**src/rtl/ep_operand_engine.sv**
```systemverilog
// ep_operand_engine
//
// Operand engine between host wire-in and wire-out endpoints. A rising edge
// on ctrl[0] captures operands A and B, registers their sum and carry on the
// next cycle, and runs a serial shift-add multiplier that produces the
// unsigned 2*WIDTH-bit product after WIDTH iterations.
//
// Ports:
//   ti_clk     host interface clock, rising edge
//   rst_n      asynchronous active-low reset
//   op_a/op_b  operand wire-ins, sampled only on an accepted start
//   ctrl       bit0 start level, bit1 soft clear (level), others ignored
//   sum        low WIDTH bits of A+B
//   sum_carry  carry-out of A+B
//   prod_lo    product bits [WIDTH-1:0]
//   prod_hi    product bits [2*WIDTH-1:WIDTH]
//   status     {.., rejected-start count @ [8 +: CNT_W], 5'b0, carry, done, busy}
//   busy       multiply in progress
//   done       results valid until next accepted start or clear

module ep_operand_engine #(
  parameter int WIDTH = 32,
  parameter int CNT_W = 8
) (
  input  logic             ti_clk,
  input  logic             rst_n,
  input  logic [WIDTH-1:0] op_a,
  input  logic [WIDTH-1:0] op_b,
  input  logic [WIDTH-1:0] ctrl,
  output logic [WIDTH-1:0] sum,
  output logic             sum_carry,
  output logic [WIDTH-1:0] prod_lo,
  output logic [WIDTH-1:0] prod_hi,
  output logic [WIDTH-1:0] status,
  output logic             busy,
  output logic             done
);

  localparam int BC_W = $clog2(WIDTH + 1);

  localparam logic [1:0] ST_IDLE = 2'd0;
  localparam logic [1:0] ST_MUL  = 2'd1;
  localparam logic [1:0] ST_DONE = 2'd2;

  function automatic logic [CNT_W-1:0] sat_inc(input logic [CNT_W-1:0] v);
    if (v == {CNT_W{1'b1}}) begin
      return v;
    end
    return v + CNT_W'(1);
  endfunction

  // Control state
  logic [1:0]       state;
  logic             start_q;
  logic             armed;
  logic [CNT_W-1:0] rej_cnt;
  logic [BC_W-1:0]  bit_cnt;

  // Multiplier datapath (not reset; only observed through prod on DONE entry)
  logic [WIDTH-1:0]   mcand;
  logic [WIDTH-1:0]   mplier;
  logic [2*WIDTH-1:0] acc;

  logic               start_lvl;
  logic               clr;
  logic               start_evt;
  logic               accept;
  logic               reject;
  logic [WIDTH:0]     sum_ext;
  logic [WIDTH:0]     add_hi;
  logic [2*WIDTH:0]   shift_in;
  logic [2*WIDTH-1:0] acc_nxt;
  logic               unused_ctrl;

  assign start_lvl   = ctrl[0];
  assign clr         = ctrl[1];
  assign unused_ctrl = ^ctrl[WIDTH-1:2];

  // armed stays low after reset until ctrl[0] has been seen low, so a level
  // held through reset release cannot masquerade as a fresh rising edge.
  assign start_evt = start_lvl & ~start_q & armed;
  assign accept    = start_evt & ~clr & (state != ST_MUL);
  assign reject    = start_evt & ~clr & (state == ST_MUL);

  assign sum_ext = {1'b0, op_a} + {1'b0, op_b};

  // One shift-add step: conditionally add the multiplicand into the upper
  // half, then shift {carry, acc} right so the carry lands in the MSB.
  assign add_hi   = {1'b0, acc[2*WIDTH-1:WIDTH]}
                  + {1'b0, (mplier[0] ? mcand : {WIDTH{1'b0}})};
  assign shift_in = {add_hi, acc[WIDTH-1:0]};
  assign acc_nxt  = shift_in[2*WIDTH:1];

  assign busy = (state == ST_MUL);
  assign done = (state == ST_DONE);

  always_comb begin
    status             = '0;
    status[0]          = busy;
    status[1]          = done;
    status[2]          = sum_carry;
    status[8 +: CNT_W] = rej_cnt;
  end

  // Control and visible result registers
  always_ff @(posedge ti_clk or negedge rst_n) begin
    if (!rst_n) begin
      state     <= ST_IDLE;
      start_q   <= 1'b0;
      armed     <= 1'b0;
      rej_cnt   <= '0;
      bit_cnt   <= '0;
      sum       <= '0;
      sum_carry <= 1'b0;
      prod_lo   <= '0;
      prod_hi   <= '0;
    end else begin
      start_q <= start_lvl;
      if (!start_lvl) begin
        armed <= 1'b1;
      end

      if (clr) begin
        state     <= ST_IDLE;
        rej_cnt   <= '0;
        bit_cnt   <= '0;
        sum       <= '0;
        sum_carry <= 1'b0;
        prod_lo   <= '0;
        prod_hi   <= '0;
      end else begin
        case (state)
          ST_IDLE, ST_DONE: begin
            if (accept) begin
              state     <= ST_MUL;
              bit_cnt   <= BC_W'(WIDTH);
              sum       <= sum_ext[WIDTH-1:0];
              sum_carry <= sum_ext[WIDTH];
            end
          end
          ST_MUL: begin
            if (reject) begin
              rej_cnt <= sat_inc(rej_cnt);
            end
            bit_cnt <= bit_cnt - BC_W'(1);
            // Final iteration: publish the completed product in one step.
            if (bit_cnt == BC_W'(1)) begin
              state   <= ST_DONE;
              prod_lo <= acc_nxt[WIDTH-1:0];
              prod_hi <= acc_nxt[2*WIDTH-1:WIDTH];
            end
          end
          default: state <= ST_IDLE;
        endcase
      end
    end
  end

  // Multiplier datapath registers
  always_ff @(posedge ti_clk) begin
    if (accept) begin
      mcand  <= op_a;
      mplier <= op_b;
      acc    <= '0;
    end else if (state == ST_MUL) begin
      acc    <= acc_nxt;
      mplier <= mplier >> 1;
    end
  end

endmodule

```
**config.mk**
```make
export PLATFORM = sky130hd
export DESIGN_NAME = ep_operand_engine
export DESIGN_NICKNAME = d
export VERILOG_FILES = /design/src/rtl/ep_operand_engine.sv
export SDC_FILE = /design/constraint.sdc
export NUM_CORES = 1
export LEC_CHECK = 0
export BUFFER_PORTS_ARGS = -buffer_cell sky130_fd_sc_hd__buf_4
export CAP_MARGIN = 20
export CORE_MARGIN = 2
export CORE_UTILIZATION = 51
export DETAILED_ROUTE_END_ITERATION = 16
export PLACE_DENSITY_LB_ADDON = 0.2
export SLEW_MARGIN = 20
export SYNTH_ARGS = -nofsm -noshare
export SYNTH_HDL_FRONTEND = slang
export SYNTH_SLANG_ARGS = --single-unit
```
**constraint.sdc**
```tcl
create_clock -name ti_clk -period 2.97 [get_ports ti_clk]
set_clock_uncertainty 0.15 [all_clocks]
set_input_delay 0.297 -clock ti_clk [delete_from_list [all_inputs] [get_ports ti_clk]]
set_output_delay 0.297 -clock ti_clk [all_outputs]
set_load 0.05 [all_outputs]
```
After elaboration in Yosys (flattened, before gate mapping) --
Index checks and enable logic that the tools add are counted.
Storage, ports and cells: register bits 243, output and inout bits 131
Operators by class: add/sub/neg operators 4, equality and inequality tests 8, multiplexer cells 30, bitwise operators 7, reductions and logical operators 14
Operator list (number):
- 32-bit two-way mux | 12
- 32-bit by 32-bit adder with 33-bit output | 2
- 8-bit two-way mux | 4
- 6-bit two-way mux | 2
- 6-bit one-hot mux with 2 select lines | 1
- 2-bit nonzero test | 6
- 8-bit by 1-bit adder with 8-bit output, second input constant | 1
- 8-bit == test, second input constant | 1
- 2-bit AND reduction | 4
- 1-bit two-way mux | 7
- 6-bit by 1-bit == test with 1-bit output, second input constant | 1
- 2-bit two-way mux | 3
- 3-bit != test, second input constant | 2
- 6-bit by 1-bit subtractor with 6-bit output, second input constant | 1
- 1-bit AND | 5
- 2-bit one-hot mux with 2 select lines | 1
- 3-bit by 2-bit != test with 1-bit output, second input constant | 1
- 3-bit AND reduction | 1
- 3-bit nonzero test | 1
- 2-bit by 1-bit == test with 1-bit output, second input constant | 1
- 2-bit == test, second input constant | 1
- 2-bit logical NOT | 1
- 2-bit by 1-bit != test with 1-bit output, second input constant | 1
- 1-bit NOT | 2
- 2-bit OR reduction | 1

Logic depth before layout (Yosys ltp) --
Gate-level depths: netlist of run 1.
depth in word-level cells 12, depth in mapped cells 12, mapped depth without buffers 12

Worst setup path after synthesis of run 1 --
Ideal clock, no wire load.
kind register to register, start point register start_q, end point register mplier[22] (data pin), setup time 0.262 ns, data arrival time 2.713 ns, path slack -0.155 ns, stages on the path, launching flop included 7, path buffers 2, period minus slack after synthesis 3.125 ns, cell sequence dfrtp_1 nand3b_1 nand2b_1 clkbuf_1 nor2_1 clkbuf_1 mux2_2
Between the ends: word-level cells in the longest chain between the ends 6
RTL lines:
- start: declaration | line 54 | logic start_q;
- start signal: assignment | line 118 | start_q <= start_lvl;
- 1-bit NOT | line 81 | assign start_evt = start_lvl & ~start_q & armed;
- 1-bit AND (2 in series) | line 81
- 1-bit AND (2 in series) | line 82 | assign accept = start_evt & ~clr & (state != ST_MUL);
- named net accept | line 67 | logic accept;
- 32-bit two-way mux | line 161 | if (accept) begin
- end signal: assignment | line 163 | mplier <= op_b;
- end signal: assignment | line 167 | mplier <= mplier >> 1;
- end: declaration | line 61 | logic [WIDTH-1:0] mplier;
The timed path passes the listed nets, and every way through them passes these cells. A chain may end at the register's enable or synchronous reset.

Worst setup path after layout of run 1 --
start point register mplier[0], end point register acc[51]
Between the ends: word-level cells in the longest chain between the ends 2
RTL lines:
- 32-bit two-way mux | line 90 | + {1'b0, (mplier[0] ? mcand : {WIDTH{1'b0}})};
- 32-bit by 32-bit adder with 33-bit output | line 90
- end signal: assignment | line 166 | acc <= acc_nxt;
- end: declaration | line 62 | logic [2*WIDTH-1:0] acc;
No other way between the ends.

==> results of run 1 <==
flip-flops by register name (all words and copies together), names as in the netlist:
name and flops:
acc 63, mcand 32, mplier 32, prod_hi 32, prod_lo 32, sum 32
rej_cnt 8, bit_cnt 6, state 2, armed 1, start_q 1, sum_carry 1
worst register-to-register path, delay by kind of cell (launching register included):
family	cells	cell delay, ns
AO/OA/AOI/OAI	6	1.27
XOR/XNOR	1	0.24
adder cells (fa/ha/maj)	2	0.52
buffers and inverters	1	0.04
flip-flops	1	0.36
AND/OR/NAND/NOR	2	0.33
cell type report:
| type | instances | area [um^2] | share of cell area [%] |
|---|---|---|---|
| multi-input cells | 914 | 6370 | 38.0 |
| flip-flops and latches | 242 | 6060 | 36.2 |
| repair buffers | 348 | 2860 | 17.1 |
| clock buffers | 34 | 763 | 4.56 |
| well taps | 324 | 405 | 2.42 |
| clock inverters | 14 | 191 | 1.14 |
| inverters | 25 | 93.8 | 0.561 |
power by group:
part | total (mW) | switching (mW) | internal, mW
logic | 3.68 | 2.09 | 1.59
clock network | 3.52 | 1.36 | 2.16
registers | 4.02 | 0.238 | 3.78
cell usage in the layout, fill, tap and decap left out, drive strengths merged, types with 5 or more instances in the layout:
cell type    synthesis  layout
dfxtp               63      63
a22o                71      71
inv                 25      26
a21oi               68      68
nand3               32      32
or3                  6       6
a31oi                9       9
nor2b                5       5
nand2b               8       8
nor2                46      46
o211ai               6       6
conb                 1      21
mux2                31      31
and2                36      36
o21ai              131     131
xnor2               32      32
xor2                29      29
clkinv               0       6
dfrtp              115     115
buf                 27     280
nor3                16      16
a21o                27      27
o21a                 8       8
dlygate4sd3          0      68
a211oi               7       7
edfxtp              64      64
ha                  67      67
nand4               22      22
o31ai                5       5
nand2              165     165
clkbuf              62      34
o21bai              11      11
layer usage:
metal,global-route usage [%],part of all wire (%),vias to the layer above
met2,43.4,47,306
met3,5.11,6.1,76
li1,-,-,5102
met4,7.90,2.8,0
met1,35.6,44,5140
met5,0,0,-
logic make-up after synthesis:
family | after synthesis | share of synthesized area, %
adder cells (fa/ha/maj) | 69 | 7.04
AND/OR/NAND/NOR | 352 | 13.0
buffers and inverters | 114 | 4.15
XOR/XNOR | 61 | 4.28
multiplexers | 35 | 3.12
AO/OA/AOI/OAI | 376 | 19.7
flip-flops | 242 | 48.6
other | 1 | 0.0301
repair_timing:
item                                    4_1_cts  5_1_grt
hold endpoints to repair                    190        0
gates cloned                                  0        0
hold buffers                                 68        0
setup buffers                                 0        4
pin swaps                                     9       26
gates resized for setup                      29       55
endpoints found under the setup margin       28       41
worst max path at each step:
stage	endpoint	startpoint	cells after the start
2_1_floorplan	prod_hi[15]	mplier[0]	11
3_3_place_gp	sum[28]	op_a[0]	13
3_5_place_dp	sum[28]	op_a[0]	13
4_1_cts	prod_hi[24]	mplier[0]	13
5_1_grt	acc[51]	mplier[0]	12
6_report	acc[51]	mplier[0]	12
==> metrics.md, run 1 <==
| Metric | Value |
|---|---|
| Outcome | finished with violations |
| Violated checks | negative setup slack |
| Max incr delay on CP | around 0.48 ns |
| CP Capture Type | flop |
| Max Freq | 0.327 GHz |
| RSZ-0062 raised after global routing | yes |
| Yosys top cell by area | dfrtp_1 |
| Post-route cell area | 16700 um^2 |
| Reg clk slew, reported paths | 0.06 ns |
| Chip width | 160 um |
| Initial Util | 51.6% |
| Via count | between 10000 and 15000 |
| Static Leakage | roughly 7.5 nW |
| Layout cells sized above 1 | 27.1% |
| Final #Nets | 1724 |
| HP Start | op_b[1] |
| Pwr dens | 670 nW/um^2 |
| Synth area leaders | dfrtp_1 23%, edfxtp_1 15%, dfxtp_1 10%, ha_1 6.7%, o21ai_0 5.1% |
| Register area share after synthesis | 48.6% |
| Worst-margin pin slew | 0.722 ns |
| Cell total after placement | between 1500 and 2000 |
| Synth cell count leaders | 165 x nand2_1, 128 x o21ai_0, 115 x dfrtp_1 |
| Area share of the largest cell type after synthesis | 23.1% |
| Cell family with most CP delay | compound AO/OA/AOI/OAI gates |
| Yosys warnings | 0 |
| Critical path required time | 3.22 ns |
| Top-level I/O count | 229 |
| Port buffer count | between 150 and 200 |
| Crit start category | flop |
| Core Area | 24200 um^2 |
| Place WS | -0.296 ns |
| Post-layout util | 69.2% |
| Synth Instances | 1250 |
| Fin. Hold Viols | 0 |
| Global-route wire length before repair | roughly 55 mm |
| FF-to-FF End | acc[51] |
| Row count | between 50 and 60 |
| Worst EP arrival | between 3 and 4 ns |
| Minimum clock period | just over 3 ns |
| Min Hold Slack | 0.0242 ns |
| Peak VDD IR | 0.495 mV |
| Crit-path slowest cell | a2111o_1 |
| DRT Pass-1 Iters | 5 |
| Setup violators final | 4 |
| Vias in the first global route | 10600 |
| Sink Count | approximately 240 |
| WS Path Type | reg -> reg |
| Initial antenna violation count | 0 |
| Congestion Overflow GR | 0 |
| Post-Layout Cell Count | around 1900 |
| Pwr Total | 11.2 mW |
| Mapped Area | 12500 um^2 |
| Die Area | 25700 um^2 |
| Hold Path End | mplier[1] |
| WL final | about 35 mm |
| Reg2Reg Launch Point | mplier[0] |
| Total track usage | 26.4% |
| Worst hold stages | 3 |
| Routed vias/inst | roughly 5.6 |
| Final setup margin | -0.0845 ns |
| Rel. slew slack | 51.8% |
| Syn Area/Cell | 9.98 um^2 |
| Root Driver | clkbuf_16 |
| Crit share post-route | 103% |
| Top-count cell post-synth | nand2_1 |
| Chip height | about 160 um |
| Fillers | between 1500 and 2000 |
| Worst Hold Class | in -> reg |
| Post-route DRC | 0 |
| Setup TNS | -0.160 ns |
| CTS tree | done |
| Area growth syn-to-layout | 34.2% |
| Worst-case clock buffer depth | 3 |
| Worst skew pair latency | approximately 0.54 ns |
| FF-to-FF path depth | 12 |
| Number of synthesized flops with an enable pin | 64 |
| Fraction of registers with async set/reset | about 48% |
| WP buf/inv | 1 |
| Largest net degree at the start of global routing | 66 |
| R2r setup slk | -0.08 ns |
| Placed inst area | 14700 um^2 |
| Antenna cell count | 0 |
| Max-slew violations | 0 |
| Routability cong. | 0.905 |
| Total CTS buffers | 26 |
| Routed length per instance | 18.2 um |
| CTS HTree Levels | 1 |
| ANT nets after route | 0 |
| DP HPWL | 23.9 mm |
| Detailed Route Iter0 Violations | 687 |
| Total of max-cap violations | 0 |
| Critical Path, Cell by Cell | and2_4 > ha_4 > inv_2 > fa_2 > nand2b_4 > a21oi_4 > o21ai_4 > a2111o_1 > a211oi_2 > o22ai_1 > xor2_1 > o21ai_1 |
| Synth Register Bits | 242 |
| Worst-path fanout max | 3 |
| Distinct cell type count after synthesis | 60 |
| Main synth FF type | dfrtp_1 |
(Power assumes the default switching activity.)
==> run 2: changes to the inputs <==
--- a/config.mk
+++ b/config.mk
@@ -7,7 +7,7 @@
 export LEC_CHECK = 0
 export BUFFER_PORTS_ARGS = -buffer_cell sky130_fd_sc_hd__buf_4
 export CAP_MARGIN = 20
-export CORE_MARGIN = 2
+export CORE_MARGIN = 5
 export CORE_UTILIZATION = 51
 export DETAILED_ROUTE_END_ITERATION = 16
 export PLACE_DENSITY_LB_ADDON = 0.2
==> metrics.md, run 2 (same netlist as run 1, synthesis figures left out) <==
| Metric | Value |
|---|---|
| Minimum clock period | 2.97 ns (was 3.05 ns) |
| Setup violators final | 0 (was 4) |
| Top-level I/O count | 229 (unchanged) |
| WL final | 34.7 mm (was 34.5 mm) |
| Total of max-cap violations | 0 (unchanged) |
| Peak VDD IR | 0.445 mV (was 0.495 mV) |
| Via count | 10600 (about the same) |
| Initial Util | 51.6% (unchanged) |
| Worst EP arrival | 3.24 ns (was 3.31 ns) |
| Max Freq | 0.337 GHz (was 0.327 GHz) |
| Met2 Usage GRT | 40.0% (was 43.4%) |
| Total track usage | 24.0% (was 26.4%) |
| Routability cong. | 0.909 (was 0.905) |
| Layout cells sized above 1 | 26.3% (was 27.1%) |
| CP Capture Type | flop (unchanged) |
| Most common cell after layout, fill and taps aside | buf_4 (unchanged) |
| Critical path required time | 3.25 ns (was 3.22 ns) |
| Max reg flops | 63 (unchanged) |
| Worst-case clock buffer depth | 3 (unchanged) |
| Final #Nets | 1730 (was 1724) |
| Setup TNS | 0 ns (was -0.160 ns) |
| Vias in the first global route | 10700 (was 10600) |
| ANT nets after route | 0 (unchanged) |
| Chip height | 166 um (was 160 um) |
| WS Path Type | reg -> reg (unchanged) |
| Worst-margin pin slew | 0.811 ns (was 0.722 ns) |
| Congestion Overflow GR | 0 (unchanged) |
| Max-slew violations | 0 (unchanged) |
| Static Leakage | 7.45 nW (was 7.47 nW) |
| Rel. slew slack | 45.9% (was 51.8%) |
| Chip width | 166 um (was 160 um) |
| Detailed Route Iter0 Violations | 668 (was 687) |
| Core Area | 24200 um^2 (unchanged) |
| DRT Pass-1 Iters | 4 (was 5) |
| Outcome | completed (was finished with violations) |
| Worst Hold Class | in -> reg (unchanged) |
| Worst skew pair latency | 0.54 ns (about the same) |
| Reg clk slew, reported paths | 0.06 ns (about the same) |
| Met1 usage | 31.8% (was 35.6%) |
| Worst-path fanout max | 30 (was 3) |
| DP HPWL | 24.1 mm (was 23.9 mm) |
| Global-route wire length before repair | 55.2 mm (was 55.0 mm) |
| Commonest non-fill, non-tap cells in the layout | 281 x buf_4, 165 x nand2_1, 115 x o21ai_0, 115 x dfrtp_1, 71 x a22o_1 (was 272 x buf_4, 164 x nand2_1, 116 x o21ai_0, 115 x dfrtp_1, 71 x a22o_1) |
| Routed vias/inst | 5.56 (was 5.59) |
| Post-route DRC | 0 (unchanged) |
| Total CTS buffers | 26 (unchanged) |
| Pwr Total | 11.0 mW (was 11.2 mW) |
| Sink Count | 242 (unchanged) |
| Fin. Hold Viols | 0 (unchanged) |
| Gr busiest metal | met2 (unchanged) |
| Crit share post-route | 99.9% (was 103%) |
| Routed length per instance | 18.2 um (about the same) |
| Biggest register | acc (unchanged) |
| Initial antenna violation count | 3 (was 0) |
| CTS tree | done (unchanged) |
| Fillers | 1820 (was 1791) |
| Root Driver | clkbuf_16 (unchanged) |
| Global Route met3 Usage | 4.50% (was 5.11%) |
| Row count | 57 (unchanged) |
| RSZ-0062 raised after global routing | yes (unchanged) |
| Die Area | 27700 um^2 (was 25700 um^2) |
| Crit start category | flop (unchanged) |
| Area growth syn-to-layout | 33.3% (was 34.2%) |
| Port buffer count | 177 (unchanged) |
| CTS HTree Levels | 1 (unchanged) |
| Pwr dens | 660 nW/um^2 (was 670 nW/um^2) |
| Largest net degree at the start of global routing | 64 (was 66) |
[run 2: cell count changes in the layout (fill, tap and decap cells not counted), moves of 3 or more]
cell      before  now
clkbuf_1       2    5
ha_1          56   60
and2_1        30   34
a21oi_1       56   60
a21boi_1       0    3
diode_2        0    4
buf_4        272  281
and2_4         5    1
a21oi_2        9    6
buf_6          4    1
ha_4           8    3
[run 2: through the flow]
step / hold WS (ns) / std cells / setup WS (ns) / utilization, % / area (um^2)
floorplan: -0.149 / 1270 / 0.0968 / - / 12600
global placement: 0.230 / 1787 / -0.156 / 60.9 / 14700
detailed placement: 0.237 / 1787 / -0.192 / 60.9 / 14700
CTS: 0.00795 / 1904 / -0.0135 / 67.7 / 16400
global route: 0.0219 / 1910 / -0.175 / 68.8 / 16600
finish: 0.0270 / 1911 / 0.00302 / 68.8 / 16600
[run 2: layout make-up]
type | count | area, um^2 | share of cell area (%)
inverters | 25 | 93.8 | 0.564
well taps | 324 | 405 | 2.44
clock buffers | 35 | 747 | 4.49
clock inverters | 13 | 129 | 0.775
diodes | 4 | 10.0 | 0.0602
multi-input cells | 914 | 6300 | 37.9
flip-flops and latches | 242 | 6060 | 36.4
repair buffers | 354 | 2890 | 17.4
[run 2: routing by layer]
| metal | vias up | part of all wire (%) |
|---|---|---|
| li1 | 5120 | - |
| met1 | 5107 | 44 |
| met2 | 332 | 47 |
| met3 | 72 | 6.1 |
| met4 | 0 | 2.8 |
| met5 | - | 0 |
[run 2: repair_timing]
| item | in CTS | in global routing |
|---|---|---|
| endpoints found under the hold margin | 126 | 0 |
| pin swaps | 7 | 18 |
| hold buffers | 67 | 0 |
| buffers inserted | 2 | 3 |
| resized for setup | 18 | 52 |
| setup endpoints to repair | 32 | 47 |
[run 2: final timing paths]
check / start / to / slack, ns / cells after the start
min in group asynchronous: rst_n / prod_lo[15] / 0.20 / 2
setup / recovery: mplier[0] / prod_hi[30] / 0.003 / 12
setup reg to reg: mplier[0] / prod_hi[30] / 0.003 / 12
hold / removal: op_b[1] / mplier[1] / 0.03 / 3
hold reg to reg: acc[1] / acc[1] / 0.31 / 2
max in group asynchronous: rst_n / sum[27] / 1.65 / 3
[run 2: report_power, final]
group | leakage, nW | internal [mW] | total [mW] | switching [mW]
Clock | 0.429 | 1.94 | 3.28 | 1.34
Sequential | 2.69 | 3.78 | 4.01 | 0.231
Combinational | 4.33 | 1.59 | 3.68 | 2.09
Total | 7.45 | 7.31 | 11.0 | 3.67
[run 2: critical path: stages, from the launching register on]
cell,delay (ns)
edfxtp_1,0.43
buf_8,0.19
and2_1,0.15
ha_1,0.33
nand2_1,0.13
nor3_2,0.24
buf_4,0.17
o2111ai_4,0.13
a31oi_4,0.24
buf_4,0.18
a41oi_1,0.15
xnor2_1,0.17
a22o_1,0.20
==> run 3: changes to the inputs <==
--- a/config.mk
+++ b/config.mk
@@ -10,7 +10,7 @@
 export CORE_MARGIN = 5
 export CORE_UTILIZATION = 51
 export DETAILED_ROUTE_END_ITERATION = 16
-export PLACE_DENSITY_LB_ADDON = 0.2
+export PLACE_DENSITY = 0.77
 export SLEW_MARGIN = 20
 export SYNTH_ARGS = -nofsm -noshare
 export SYNTH_HDL_FRONTEND = slang
==> metrics.md, run 3 (same netlist as run 1, synthesis figures left out) <==
| Metric | Value |
|---|---|
| FF-to-FF path depth | 13 (was 12) |
| Worst hold stages | 4 (was 3) |
| Cell total after placement | 1798 (was 1787) |
| CTS HTree Levels | 1 (unchanged) |
| Placed inst area | 14800 um^2 (was 14700 um^2) |
| Worst Hold Class | in -> reg (unchanged) |
| RSZ-0062 raised after global routing | yes (unchanged) |
| Peak VDD IR | 0.434 mV (was 0.445 mV) |
| Setup violators final | 4 (was 0) |
| Chip width | 166 um (unchanged) |
| Post-layout util | 70.8% (was 68.8%) |
| Core Area | 24200 um^2 (unchanged) |
| CP Capture Type | flop (unchanged) |
| Crit-path slowest cell | edfxtp_1 (unchanged) |
| Total track usage | 24.7% (was 24.0%) |
| Vias in the first global route | 10800 (was 10700) |
| Final setup margin | -0.0208 ns (was 0.00302 ns) |
| FF-to-FF End | prod_hi[25] (was prod_hi[30]) |
| Critical path required time | 3.25 ns (about the same) |
| Minimum clock period | 2.99 ns (was 2.97 ns) |
| Layout cells sized above 1 | 30.0% (was 26.3%) |
| Via count | 11000 (was 10600) |
| Violated checks | negative setup slack |
| Critical Path, Cell by Cell | buf_6 > clkbuf_16 > and2_4 > ha_4 > a21o_1 > a221oi_2 > o21ai_1 > nand3b_1 > o22ai_2 > buf_4 > o41ai_4 > xor2_1 > a22o_1 (was buf_8 > and2_1 > ha_1 > nand2_1 > nor3_2 > buf_4 > o2111ai_4 > a31oi_4 > buf_4 > a41oi_1 > xnor2_1 > a22o_1) |
| Routability cong. | 0.927 (was 0.909) |
| Register area | 6060 um^2 (unchanged) |
| Final #Nets | 1751 (was 1730) |
| Reg2Reg Launch Point | mplier[0] (unchanged) |
| Crit share post-route | 101% (was 99.9%) |
| Max-slew violations | 0 (unchanged) |
| Detailed Route Iter0 Violations | 705 (was 668) |
| Root Driver | clkbuf_16 (unchanged) |
| WL final | 37.3 mm (was 34.7 mm) |
| Worst-path fanout max | 7 (was 30) |
| DR WL met2 | 18.5 mm (was 16.4 mm) |
| Routed vias/inst | 5.70 (was 5.56) |
| Max Freq | 0.334 GHz (was 0.337 GHz) |
| Initial Util | 51.6% (unchanged) |
| WS Path Type | reg -> reg (unchanged) |
| Row count | 57 (unchanged) |
| Top-level I/O count | 229 (unchanged) |
| Fillers | 1708 (was 1820) |
| Total of max-cap violations | 0 (unchanged) |
| Metal-1 WL | 15.1 mm (was 15.3 mm) |
| Worst-case clock buffer depth | 3 (unchanged) |
| Worst EP arrival | 3.27 ns (was 3.24 ns) |
| Initial antenna violation count | 0 (was 3) |
| Antenna cell count | 0 (was 4) |
| DRT Pass-1 Iters | 5 (was 4) |
| Pwr Total | 11.4 mW (was 11.0 mW) |
| Critical Path Start | mplier[0] (unchanged) |
| Max incr delay on CP | 0.40 ns (was 0.43 ns) |
| Worst skew pair latency | 0.56 ns (was 0.54 ns) |
| Routed length per instance | 19.4 um (was 18.2 um) |
| Area growth syn-to-layout | 37.2% (was 33.3%) |
| Die Area | 27700 um^2 (unchanged) |
| R2r setup slk | -0.02 ns (was 0.003 ns) |
| Place WS | -0.185 ns (was -0.192 ns) |
| Top sig layer | met4 (unchanged) |
| Commonest non-fill, non-tap cells in the layout | 292 x buf_4, 160 x nand2_1, 115 x dfrtp_1, 104 x o21ai_0, 71 x a22o_1 (was 281 x buf_4, 165 x nand2_1, 115 x o21ai_0, 115 x dfrtp_1, 71 x a22o_1) |
| Critical path depth | 13 (was 12) |
| Worst-margin pin slew | 0.757 ns (was 0.811 ns) |
| WP buf/inv | 3 (unchanged) |
| Post-route DRC | 0 (unchanged) |
| Total CTS buffers | 26 (unchanged) |
| Biggest register | acc (unchanged) |
| Pwr dens | 667 nW/um^2 (was 660 nW/um^2) |
| Rel. slew slack | 49.6% (was 45.9%) |
| Fin. Hold Viols | 0 (unchanged) |
| Static Leakage | 7.62 nW (was 7.45 nW) |
| Multi-input logic area | 6560 um^2 (was 6300 um^2) |
| Largest net degree at the start of global routing | 64 (unchanged) |
| Global-route wire length before repair | 56.5 mm (was 55.2 mm) |
| Sink Count | 242 (unchanged) |
| Port buffer count | 177 (unchanged) |
| Cell family with most CP delay | compound AO/OA/AOI/OAI gates (unchanged) |
| Outcome | finished with violations (was completed) |
| ANT nets after route | 0 (unchanged) |
| Max reg flops | 63 (unchanged) |
| Crit start category | flop (unchanged) |
| Chip height | 166 um (unchanged) |
| Most common cell after layout, fill and taps aside | buf_4 (unchanged) |
| Reg clk slew, reported paths | 0.07 ns (was 0.06 ns) |
| Hold Path End | sum[1] (was mplier[1]) |
| Post-Layout Cell Count | 1928 (was 1911) |
| Congestion Overflow GR | 0 (unchanged) |
| Metal3 WL | 2.63 mm (was 2.11 mm) |
| HP Start | op_b[1] (unchanged) |
| Post-route cell area | 17100 um^2 (was 16600 um^2) |
| CTS tree | done (unchanged) |
| DP HPWL | 25.0 mm (was 24.1 mm) |
run 3: cell count changes in the layout (fill, tap and decap cells not counted), sizes merged:
cell,change
clkinv,-2
dlygate4sd3,+1
diode,-4
inv,+3
buf,+18
bufinv,-1
clkbuf,+2
run 3: cell type report:
| type | count | share of cell area, % |
|---|---|---|
| Tap cell | 324 | 2.37 |
| Clock buffer | 35 | 4.42 |
| Clock inverter | 13 | 0.709 |
| Multi-Input combinational cell | 914 | 38.3 |
| Inverter | 25 | 0.548 |
| Sequential cell | 242 | 35.4 |
| Timing Repair Buffer | 375 | 18.2 |
run 3: per-stage QoR:
| stage | hold slack (ns) | TNS, ns |
|---|---|---|
| 6_report | 0.0504 | -0.0348 |
| 5_1_grt | 0.0840 | -1.73 |
| 4_1_cts | 0.0374 | -0.0741 |
| 3_5_place_dp | 0.260 | -3.20 |
| 3_3_place_gp | 0.250 | -1.85 |
| 2_1_floorplan | -0.149 | 0 |
run 3: worst max path at each step:
stage / to / slack (ns)
after detailed placement: acc[60] / -0.19
after CTS: acc[51] / -0.02
after floorplan: prod_hi[15] / 0.1
final: prod_hi[25] / -0.02
after global routing: prod_hi[15] / -0.11
after global placement: prod_hi[25] / -0.13
run 3: report_power, final:
group | leakage [nW] | switching, mW | internal, mW
Combinational | 4.49 | 2.24 | 1.84
Clock | 0.433 | 1.38 | 1.89
Sequential | 2.69 | 0.281 | 3.78
Total | 7.62 | 3.91 | 7.51
run 3: worst reg2reg max path: stages (launching register included):
cell       delay (ns)
edfxtp_1         0.40
buf_6            0.17
clkbuf_16        0.16
and2_4           0.14
ha_4             0.22
a21o_1           0.21
a221oi_2         0.27
o21ai_1          0.13
nand3b_1         0.18
o22ai_2          0.24
buf_4            0.16
o41ai_4          0.06
xor2_1           0.17
a22o_1           0.21
run 3: layer usage:
layer,global-route usage (%),vias up
met2,42.6,418
met4,7.22,0
li1,-,5173
met5,0,-
met1,31.9,5307
met3,4.76,90
run 3: what timing repair did:
| item | 4_1_cts | 5_1_grt |
|---|---|---|
| pin swaps | 7 | 48 |
| setup buffers | 1 | 12 |
| setup endpoints to repair | 33 | 45 |
| gates resized for setup | 24 | 113 |
| hold endpoints to repair | 127 | 0 |
| gates cloned | 0 | 2 |
| hold buffers | 68 | 0 |
